$ cat config.mk
export PLATFORM = sky130hd
export DESIGN_NAME = expr_emit_flat
export DESIGN_NICKNAME = d
export VERILOG_FILES = /design/src/rtl/expr_emit_if.sv /design/src/rtl/expr_emit.sv /design/src/flat_wrapper.sv
export SDC_FILE = /design/constraint.sdc
export NUM_CORES = 1
export LEC_CHECK = 0
export BUFFER_PORTS_ARGS = -buffer_cell sky130_fd_sc_hd__buf_2
export CAP_MARGIN = 10
export CORE_UTILIZATION = 40
export CTS_BUF_LIST = sky130_fd_sc_hd__clkbuf_8
export DETAILED_ROUTE_END_ITERATION = 7
export PLACE_DENSITY = 0.68
export SYNTH_ARGS = -nofsm -noshare
export SYNTH_HDL_FRONTEND = slang
export SYNTH_SLANG_ARGS = --single-unit
$ cat constraint.sdc
create_clock -name clk -period 6.67 [get_ports clk]
set_clock_uncertainty 0.15 [all_clocks]
set_input_delay 0.3335 -clock clk [delete_from_list [all_inputs] [get_ports clk]]
set_output_delay 0.3335 -clock clk [all_outputs]
set_load 0.05 [all_outputs]
$ cat src/rtl/expr_emit_if.sv
// expr_emit_if -- character stream carrying the emitted expression.
//   out_char  : ASCII character offered by the producer
//   out_valid : out_char is valid this cycle
//   out_ready : consumer accepts out_char this cycle
// A character moves on a cycle where out_valid & out_ready are both 1.
interface expr_emit_if;
  logic [7:0] out_char;
  logic       out_valid;
  logic       out_ready;

  modport master (output out_char, output out_valid, input out_ready);
  modport slave  (input out_char, input out_valid, output out_ready);
endinterface

$ cat src/rtl/expr_emit.sv
// expr_emit -- serialises one arithmetic expression per request as ASCII.
// A request is n BCD operands joined by '+'/'*' operators, optionally
// wrapped in parentheses, emitted one character per handshake on o.
// Ports:
//   clk    : clock, rising edge
//   clr    : asynchronous active-high reset
//   start  : request strobe, sampled only while busy=0
//   n      : operand count (1..MAX_N)
//   digits : BCD operands, operand i in [4i+3:4i], operand 0 emitted first
//   ops    : operator after operand i in bit i (0 '+', 1 '*')
//   paren  : wrap the expression in '(' ... ')'
//   o      : character stream (master side)
//   busy   : request in progress, start ignored
//   done   : one-cycle pulse after the last character is accepted
//   err    : one-cycle pulse when a request is rejected
module expr_emit #(
  parameter int MAX_N = 4
) (
  input  logic               clk,
  input  logic               clr,
  input  logic               start,
  input  logic [3:0]         n,
  input  logic [4*MAX_N-1:0] digits,
  input  logic [MAX_N-2:0]   ops,
  input  logic               paren,
  expr_emit_if.master        o,
  output logic               busy,
  output logic               done,
  output logic               err
);

  typedef enum logic [2:0] {IDLE, OPEN, DIGIT, OP, CLOSE, FIN} state_t;

  state_t      state_q, state_d;
  logic [2:0]  k_q, k_d;
  logic [3:0]  n_q, n_d;
  // Operands and operators are held zero-padded to the MAX_N=8 width so
  // that a 3-bit k can index them for every legal MAX_N.
  logic [31:0] digits_q, digits_d;
  logic [7:0]  ops_q, ops_d;
  logic        paren_q, paren_d;
  logic        err_q, err_d;

  logic [MAX_N-1:0] digit_bad;
  logic             req_bad;
  logic [3:0]       cur_digit;
  logic             last_digit;
  logic             hs;
  logic             valid_c;
  logic [7:0]       char_c;

  // Only operands that will actually be emitted must be valid BCD.
  for (genvar gi = 0; gi < MAX_N; gi++) begin : g_chk
    assign digit_bad[gi] = (n > 4'(gi)) && (digits[4*gi +: 4] > 4'd9);
  end

  assign req_bad = (n == 4'd0) || (n > 4'(MAX_N)) ||
                   (paren && (n < 4'd2)) || (|digit_bad);

  assign cur_digit  = digits_q[{k_q, 2'b00} +: 4];
  assign last_digit = ({1'b0, k_q} == (n_q - 4'd1));
  assign hs         = valid_c & o.out_ready;

  // Character and valid depend on state only, so they are stable while
  // stalled and drop to zero the moment clr resets the state.
  always_comb begin
    valid_c = 1'b0;
    char_c  = 8'h00;
    case (state_q)
      OPEN:  begin valid_c = 1'b1; char_c = 8'h28; end
      DIGIT: begin valid_c = 1'b1; char_c = 8'h30 + {4'h0, cur_digit}; end
      OP:    begin valid_c = 1'b1; char_c = ops_q[k_q] ? 8'h2A : 8'h2B; end
      CLOSE: begin valid_c = 1'b1; char_c = 8'h29; end
      default: ;
    endcase
  end

  assign o.out_valid = valid_c;
  assign o.out_char  = char_c;
  assign busy        = (state_q != IDLE);
  assign done        = (state_q == FIN);
  assign err         = err_q;

  always_comb begin
    state_d  = state_q;
    k_d      = k_q;
    n_d      = n_q;
    digits_d = digits_q;
    ops_d    = ops_q;
    paren_d  = paren_q;
    err_d    = 1'b0;
    case (state_q)
      IDLE: begin
        if (start) begin
          if (req_bad) begin
            err_d = 1'b1;
          end else begin
            n_d      = n;
            digits_d = 32'(digits);
            ops_d    = 8'(ops);
            paren_d  = paren;
            k_d      = 3'd0;
            state_d  = paren ? OPEN : DIGIT;
          end
        end
      end
      OPEN:  if (hs) state_d = DIGIT;
      DIGIT: begin
        if (hs) begin
          if (last_digit) state_d = paren_q ? CLOSE : FIN;
          else            state_d = OP;
        end
      end
      OP: begin
        if (hs) begin
          state_d = DIGIT;
          k_d     = k_q + 3'd1;
        end
      end
      CLOSE: if (hs) state_d = FIN;
      FIN:   state_d = IDLE;
      default: state_d = IDLE;
    endcase
  end

  always_ff @(posedge clk or posedge clr) begin
    if (clr) begin
      state_q  <= IDLE;
      k_q      <= 3'd0;
      n_q      <= 4'd0;
      digits_q <= 32'd0;
      ops_q    <= 8'd0;
      paren_q  <= 1'b0;
      err_q    <= 1'b0;
    end else begin
      state_q  <= state_d;
      k_q      <= k_d;
      n_q      <= n_d;
      digits_q <= digits_d;
      ops_q    <= ops_d;
      paren_q  <= paren_d;
      err_q    <= err_d;
    end
  end

endmodule
$ cat src/flat_wrapper.sv
// flat-port wrapper written by rule: the top's interface ports become plain ports
module expr_emit_flat 
#(
  parameter int MAX_N = 4
)
  (clk, clr, start, n, digits, ops, paren, busy, done, err, o_out_char, o_out_valid, o_out_ready);
  expr_emit_if o_i ();
  input  logic clk;
  input  logic clr;
  input  logic start;
  input  logic [3:0] n;
  input  logic [4*MAX_N-1:0] digits;
  input  logic [MAX_N-2:0] ops;
  input  logic paren;
  output logic busy;
  output logic done;
  output logic err;
  output wire logic [$bits(o_i.out_char)-1:0] o_out_char;
  output wire logic [$bits(o_i.out_valid)-1:0] o_out_valid;
  input wire logic [$bits(o_i.out_ready)-1:0] o_out_ready;
  assign o_out_char = o_i.out_char;
  assign o_out_valid = o_i.out_valid;
  assign o_i.out_ready = o_out_ready;
  expr_emit #(.MAX_N(MAX_N)) u_core (.clk(clk), .clr(clr), .start(start), .n(n), .digits(digits), .ops(ops), .paren(paren), .o(o_i), .busy(busy), .done(done), .err(err));
endmodule
Word level (Yosys, flattened, before mapping)
Cells that the tools add are included.
- $add $sub $neg: 3
- $lt $le $gt $ge: 11
- eq/ne operators: 12
- shift operators: 1
- multiplexer cells: 21
- bitwise logic cells: 2
- reduce and logical (&&, ||, !) cells: 18
- operator list (operator ; number):
    8-bit one-hot mux with 4 select lines ; 1
    32-bit by 6-bit variable part select with 4-bit output ; 1
    3-bit 2-to-1 mux ; 9
    4-bit > comparator, second input constant ; 4
    3-bit one-hot mux with 4 select lines ; 1
    4-bit by 1-bit > comparator with 1-bit output, second input constant ; 2
    4-bit by 2-bit > comparator with 1-bit output, second input constant ; 2
    2-bit by 1-bit != test with 1-bit output, second input constant ; 4
    4-bit OR reduction ; 2
    6-bit by 4-bit adder with 7-bit output, first input constant ; 1
    1-bit 2-to-1 mux ; 7
    3-bit by 2-bit equality test with 1-bit output, second input constant ; 2
    3-bit equality test, second input constant ; 2
    3-bit one-hot mux with 2 select lines ; 1
    1-bit logical AND ; 5
    5-bit AND reduction ; 1
    3-bit by 4-bit equality test with 1-bit output ; 1
    4-bit by 3-bit > comparator with 1-bit output, second input constant ; 1
    4-bit logical NOT ; 1
    3-bit by 4-bit less-than comparator with 1-bit output, second input constant ; 1
    4-bit by 2-bit less-than comparator with 1-bit output, second input constant ; 1
    2-bit != test, second input constant ; 2
    4-bit AND reduction ; 1
    4-bit by 1-bit subtractor with 4-bit output, second input constant ; 1
    other kinds (12) ; 14
- flip-flop bits (word level): 31
- input port bits: 28
- output and inout bits: 12

Depth between registers and ports, before layout
- depth in word-level cells: 7
- depth in mapped cells: 7

Least setup slack after synthesis
No wires, ideal clock.
- path kind: register to output
- start point: register u_core.state_q[2]
- end point: output o_out_char[2]
- arrival time: 2059 ps
- path slack: 4127 ps
- stages on the path, launching flop included: 5
- cells stage by stage: dfrtp_1 > clkbuf_1 > nand2b_1 > nor2_1 > and3_1
- longest elaborated chain between the ends: 2
- elaborated cells on any way between the ends: 5
- those cells by class: 4 x eq/ne; 1 x mux
- RTL lines (item ; RTL line ; RTL):
    start, declared ; expr_emit.sv:34 ; state_t state_q, state_d;
    start signal, assigned ; expr_emit.sv:136 ; state_q <= state_d;
    3-bit equality test, or another cell as far along ; expr_emit.sv:69 ; case (state_q)
    8-bit one-hot mux with 4 select lines (*) ; expr_emit.sv:69 ;
    end, declared ; flat_wrapper.sv:18 ; output wire logic [$bits(o_i.out_char)-1:0] o_out_char;
Mark *: on every way between the ends. The rest lies on a longest branch, timed or not.

Worst setup path in the final report
- start point: register u_core.state_q[0]
- end point: register u_core.digits_q[11]
- longest elaborated chain between the ends: 2
- RTL lines (item ; RTL line ; RTL):
    3-bit logical NOT ; expr_emit.sv:92 ; case (state_q)
    3-bit AND reduction (no line) ; - ;
    end signal, assigned ; expr_emit.sv:139 ; digits_q <= digits_d;
    end, declared ; expr_emit.sv:39 ; logic [31:0] digits_q, digits_d;
No other way between the ends.
A chain may end at the register's enable or synchronous reset.

==> metrics.log <==
INFO  metric yosys_reg_bits = 31
INFO  metric fp.dieW = 69.6 µm
INFO  metric grt_pass1_vias = between 1000 and 1500
INFO  metric iter_0_drt_violations = 34
INFO  metric initial_utilization = a little over two fifths
INFO  metric final_max_slew_viol_count = 0
INFO  metric synth_seq_area_share = about 42%
INFO  metric drt_pass1_iterations = 4
INFO  metric fp.coreArea = 4380 µm²
INFO  metric crit_fanout = 22
INFO  metric syn2layout_area_growth = 14.8%
INFO  metric cts.sinks = 31
INFO  metric period_needed = ~2600 ps
INFO  metric post_drt_wl_per_cell = 15.5 µm
INFO  metric num_antenna_cells = 0
INFO  metric portBuffers = 37
INFO  metric post_cts_buffers = 0
INFO  metric synth.lib_cells_used.distinct = 42
INFO  metric required = between 6000 and 7000 ps
INFO  metric clock_insertion_delay_worst_skew = 280 ps
INFO  metric drv.max_cap_violation_count = 0
INFO  metric vias = about 1300
INFO  metric grt_start_max_net_pins = 32
INFO  metric synth_warnings = 0
INFO  metric power_density = around 500 nW/µm²
INFO  metric cts.path.max_buffers = 2
INFO  metric fin_util = 47.8%
INFO  metric overall_routed_net_length = 3790 µm
INFO  metric n_fill_cell = about 430
INFO  metric tritoncts.num_buffers = 5
INFO  metric via_cell_ratio = 5.29
INFO  metric cts_root_buf = sky130_fd_sc_hd__clkbuf_8
INFO  metric antenna_violations_before_repair = 0
INFO  metric achievable-frequency = between 0.3 and 0.4 GHz
INFO  metric detail-route-antenna-nets = 0
INFO  metric sequential_cell_area = between 700 and 800 µm²
INFO  metric finalHoldViolations = 0
INFO  metric kind_of_start_point_of_the_critical_path = register
INFO  metric layout.cells.most_common = sky130_fd_sc_hd__buf_2
INFO  metric place_congestion = roughly 0.77
INFO  metric fp.dieH = 69.6 µm
INFO  metric worst_setup_hold_path_clk_slew = about 70 ps
INFO  metric synth_cells = ~160
INFO  metric worstMarginPinSlew = 627 ps
INFO  metric min_path_type = input pin to register
INFO  metric global_route.usage.total = approximately 17%
INFO  metric layout_worst_path_cycle_share = between 30% and 40%
INFO  metric synth.cell_area = approximately 1800 µm²
INFO  metric run_status = finished, final reports clean
INFO  metric crit_arrival = about 2700 ps
INFO  metric dp_hpwl = approximately 2900 µm
INFO  metric total_leakage_power = 0.973 nW
INFO  metric tritoncts = built
INFO  metric final_cell_mix = sky130_fd_sc_hd__buf_2, sky130_fd_sc_hd__dfrtp_1, sky130_fd_sc_hd__mux2_4, sky130_fd_sc_hd__o21ai_0, sky130_fd_sc_hd__nor2_1
INFO  metric floorplan.rows = 24
INFO  metric synth_enable_flop_cells = 0
INFO  metric area_of_combinational_cells_with_multiple_inputs = slightly above 900 µm²
INFO  metric nets = approximately 220
INFO  metric async_flop_share = 100%
INFO  metric dominantRegCellSynth = sky130_fd_sc_hd__dfrtp_1
INFO  metric layout-drive-gt1-share = a little under two fifths
INFO  metric ios = 40
INFO  metric grt_first_pass_wirelength = 6270 µm
INFO  metric grt.overflow.total = 0
INFO  metric setup_viol = 0
INFO  metric grt_setup_unrepaired = false
INFO  metric ir_worst_vdd = 202 µV
INFO  metric drcViolationCount = 0
INFO  metric die_area = about 4800 µm²
INFO  metric setup_tns = 0 ps
INFO  metric avgSynthCellArea = between 10 and 15 µm²
INFO  metric cp-end-kind = register
INFO  metric h_tree_depth = 2
INFO  metric setup.worst_path.class = register to register
INFO  metric maxSlewHeadroom = between 50 and 60%
where the power goes:
part	internal (mW)	switching [mW]
Sequential	0.274	0.0814
Combinational	0.224	0.293
Clock	0.0808	0.0676
cell families (layout without fill, tap and decap cells):
| kind of cell | Yosys count | in the layout | synth area share [%] |
|---|---|---|---|
| fa+ha+maj | 2 | 2 | 1.37 |
| other cells | 1 | 2 | 0.205 |
| compound gates | 33 | 33 | 13.0 |
| simple gates | 40 | 40 | 11.5 |
| xor+xnor | 4 | 4 | 1.92 |
| buf+inv | 18 | 53 | 6.51 |
| mux | 28 | 28 | 23.0 |
| flops | 31 | 31 | 42.5 |
synth_stat cells, types with 2 or more instances:
cell / number / area (µm²)
sky130_fd_sc_hd__and2_1: 3 / 18.8
sky130_fd_sc_hd__o21ai_0: 9 / 45.0
sky130_fd_sc_hd__nor3_1: 5 / 25.0
sky130_fd_sc_hd__mux2_4: 17 / 255
sky130_fd_sc_hd__dfrtp_1: 31 / 776
sky130_fd_sc_hd__clkbuf_1: 5 / 18.8
sky130_fd_sc_hd__o22a_1: 2 / 17.5
sky130_fd_sc_hd__inv_1: 6 / 22.5
sky130_fd_sc_hd__a21oi_1: 5 / 25.0
sky130_fd_sc_hd__nand2b_1: 3 / 18.8
sky130_fd_sc_hd__nand2_1: 7 / 26.3
sky130_fd_sc_hd__o22ai_1: 3 / 18.8
sky130_fd_sc_hd__nor2b_1: 2 / 12.5
sky130_fd_sc_hd__a31oi_1: 2 / 12.5
sky130_fd_sc_hd__mux2_2: 4 / 45.0
sky130_fd_sc_hd__buf_4: 3 / 22.5
sky130_fd_sc_hd__ha_1: 2 / 25.0
sky130_fd_sc_hd__mux2i_1: 3 / 30.0
sky130_fd_sc_hd__buf_12: 2 / 40.0
sky130_fd_sc_hd__o211ai_1: 2 / 15.0
sky130_fd_sc_hd__nor2_1: 9 / 33.8
sky130_fd_sc_hd__or4_1: 2 / 15.0
sky130_fd_sc_hd__and3_1: 2 / 12.5
sky130_fd_sc_hd__xnor2_1: 3 / 26.3
sky130_fd_sc_hd__mux4_2: 4 / 90.1
sky130_fd_sc_hd__o21a_1: 2 / 15.0
sky130_fd_sc_hd__nand3_1: 4 / 20.0
registers in the layout, summed over array words and instances (netlist names):
| register | flops |
|---|---|
| u_core.digits_q | 16 |
| u_core.err | 1 |
| u_core.k_q | 3 |
| u_core.n_q | 4 |
| u_core.ops_q | 3 |
| u_core.paren_q | 1 |
| u_core.state_q | 3 |
final timing paths:
path                                    start  slack, ps             endpoint  depth (start not counted)
hold reg to reg            u_core.digits_q[3]        360   u_core.digits_q[3]                          1
setup / recovery            u_core.state_q[0]       4030  u_core.digits_q[11]                          5
hold / removal                     digits[12]        130  u_core.digits_q[12]                          2
min in group asynchronous                 clr        520   u_core.digits_q[4]                          4
setup reg to reg            u_core.state_q[0]       4030  u_core.digits_q[11]                          5
max in group asynchronous                 clr       5560   u_core.digits_q[1]                          4
final cells by class:
class	instances	share of cell area [%]
Clock buffer	6	3.94
Clock inverter	1	0.239
Inverter	6	1.07
Multi-Input combinational cell	109	44.6
Sequential cell	31	37.0
Tap cell	52	3.10
Timing Repair Buffer	40	10.0
per-layer routing:
layer / part of all wire [%] / wire length, µm / global-route usage [%]
met1: 51 / 1910 / 23.7
met2: 43 / 1630 / 25.5
met3: 5.0 / 191 / 4.22
met4: 1.3 / 48 / 5.44
met5: 0 / 0 / 0
per-stage QoR:
step | total power [mW] | hold slack, ps | setup WS, ps | area [µm²] | instances
6_report | 1.02 | 131 | 4030 | 2100 | 245
5_1_grt | 1.09 | 131 | 3840 | 2100 | 245
4_1_cts | 1.03 | 124 | 4000 | 2100 | 245
3_5_place_dp | 0.879 | 288 | 3910 | 2000 | 237
3_3_place_gp | 0.872 | 278 | 3970 | 2000 | 237
2_1_floorplan | 0.773 | 287 | 4130 | 1830 | 158
critical path: stages, from the launching register on:
cell and delay (ps):
sky130_fd_sc_hd__dfrtp_1 510, sky130_fd_sc_hd__nor3_1 590, sky130_fd_sc_hd__and2_1 310, sky130_fd_sc_hd__and2_1 210
sky130_fd_sc_hd__buf_4 360, sky130_fd_sc_hd__mux2_2 380
timing repair:
action | 4_1_cts | 5_1_grt
hold buffers | 1 | 0
gates resized for setup | 0 | 0
hold endpoints to repair | 31 | 0
Power figures use the tool's default switching activity.
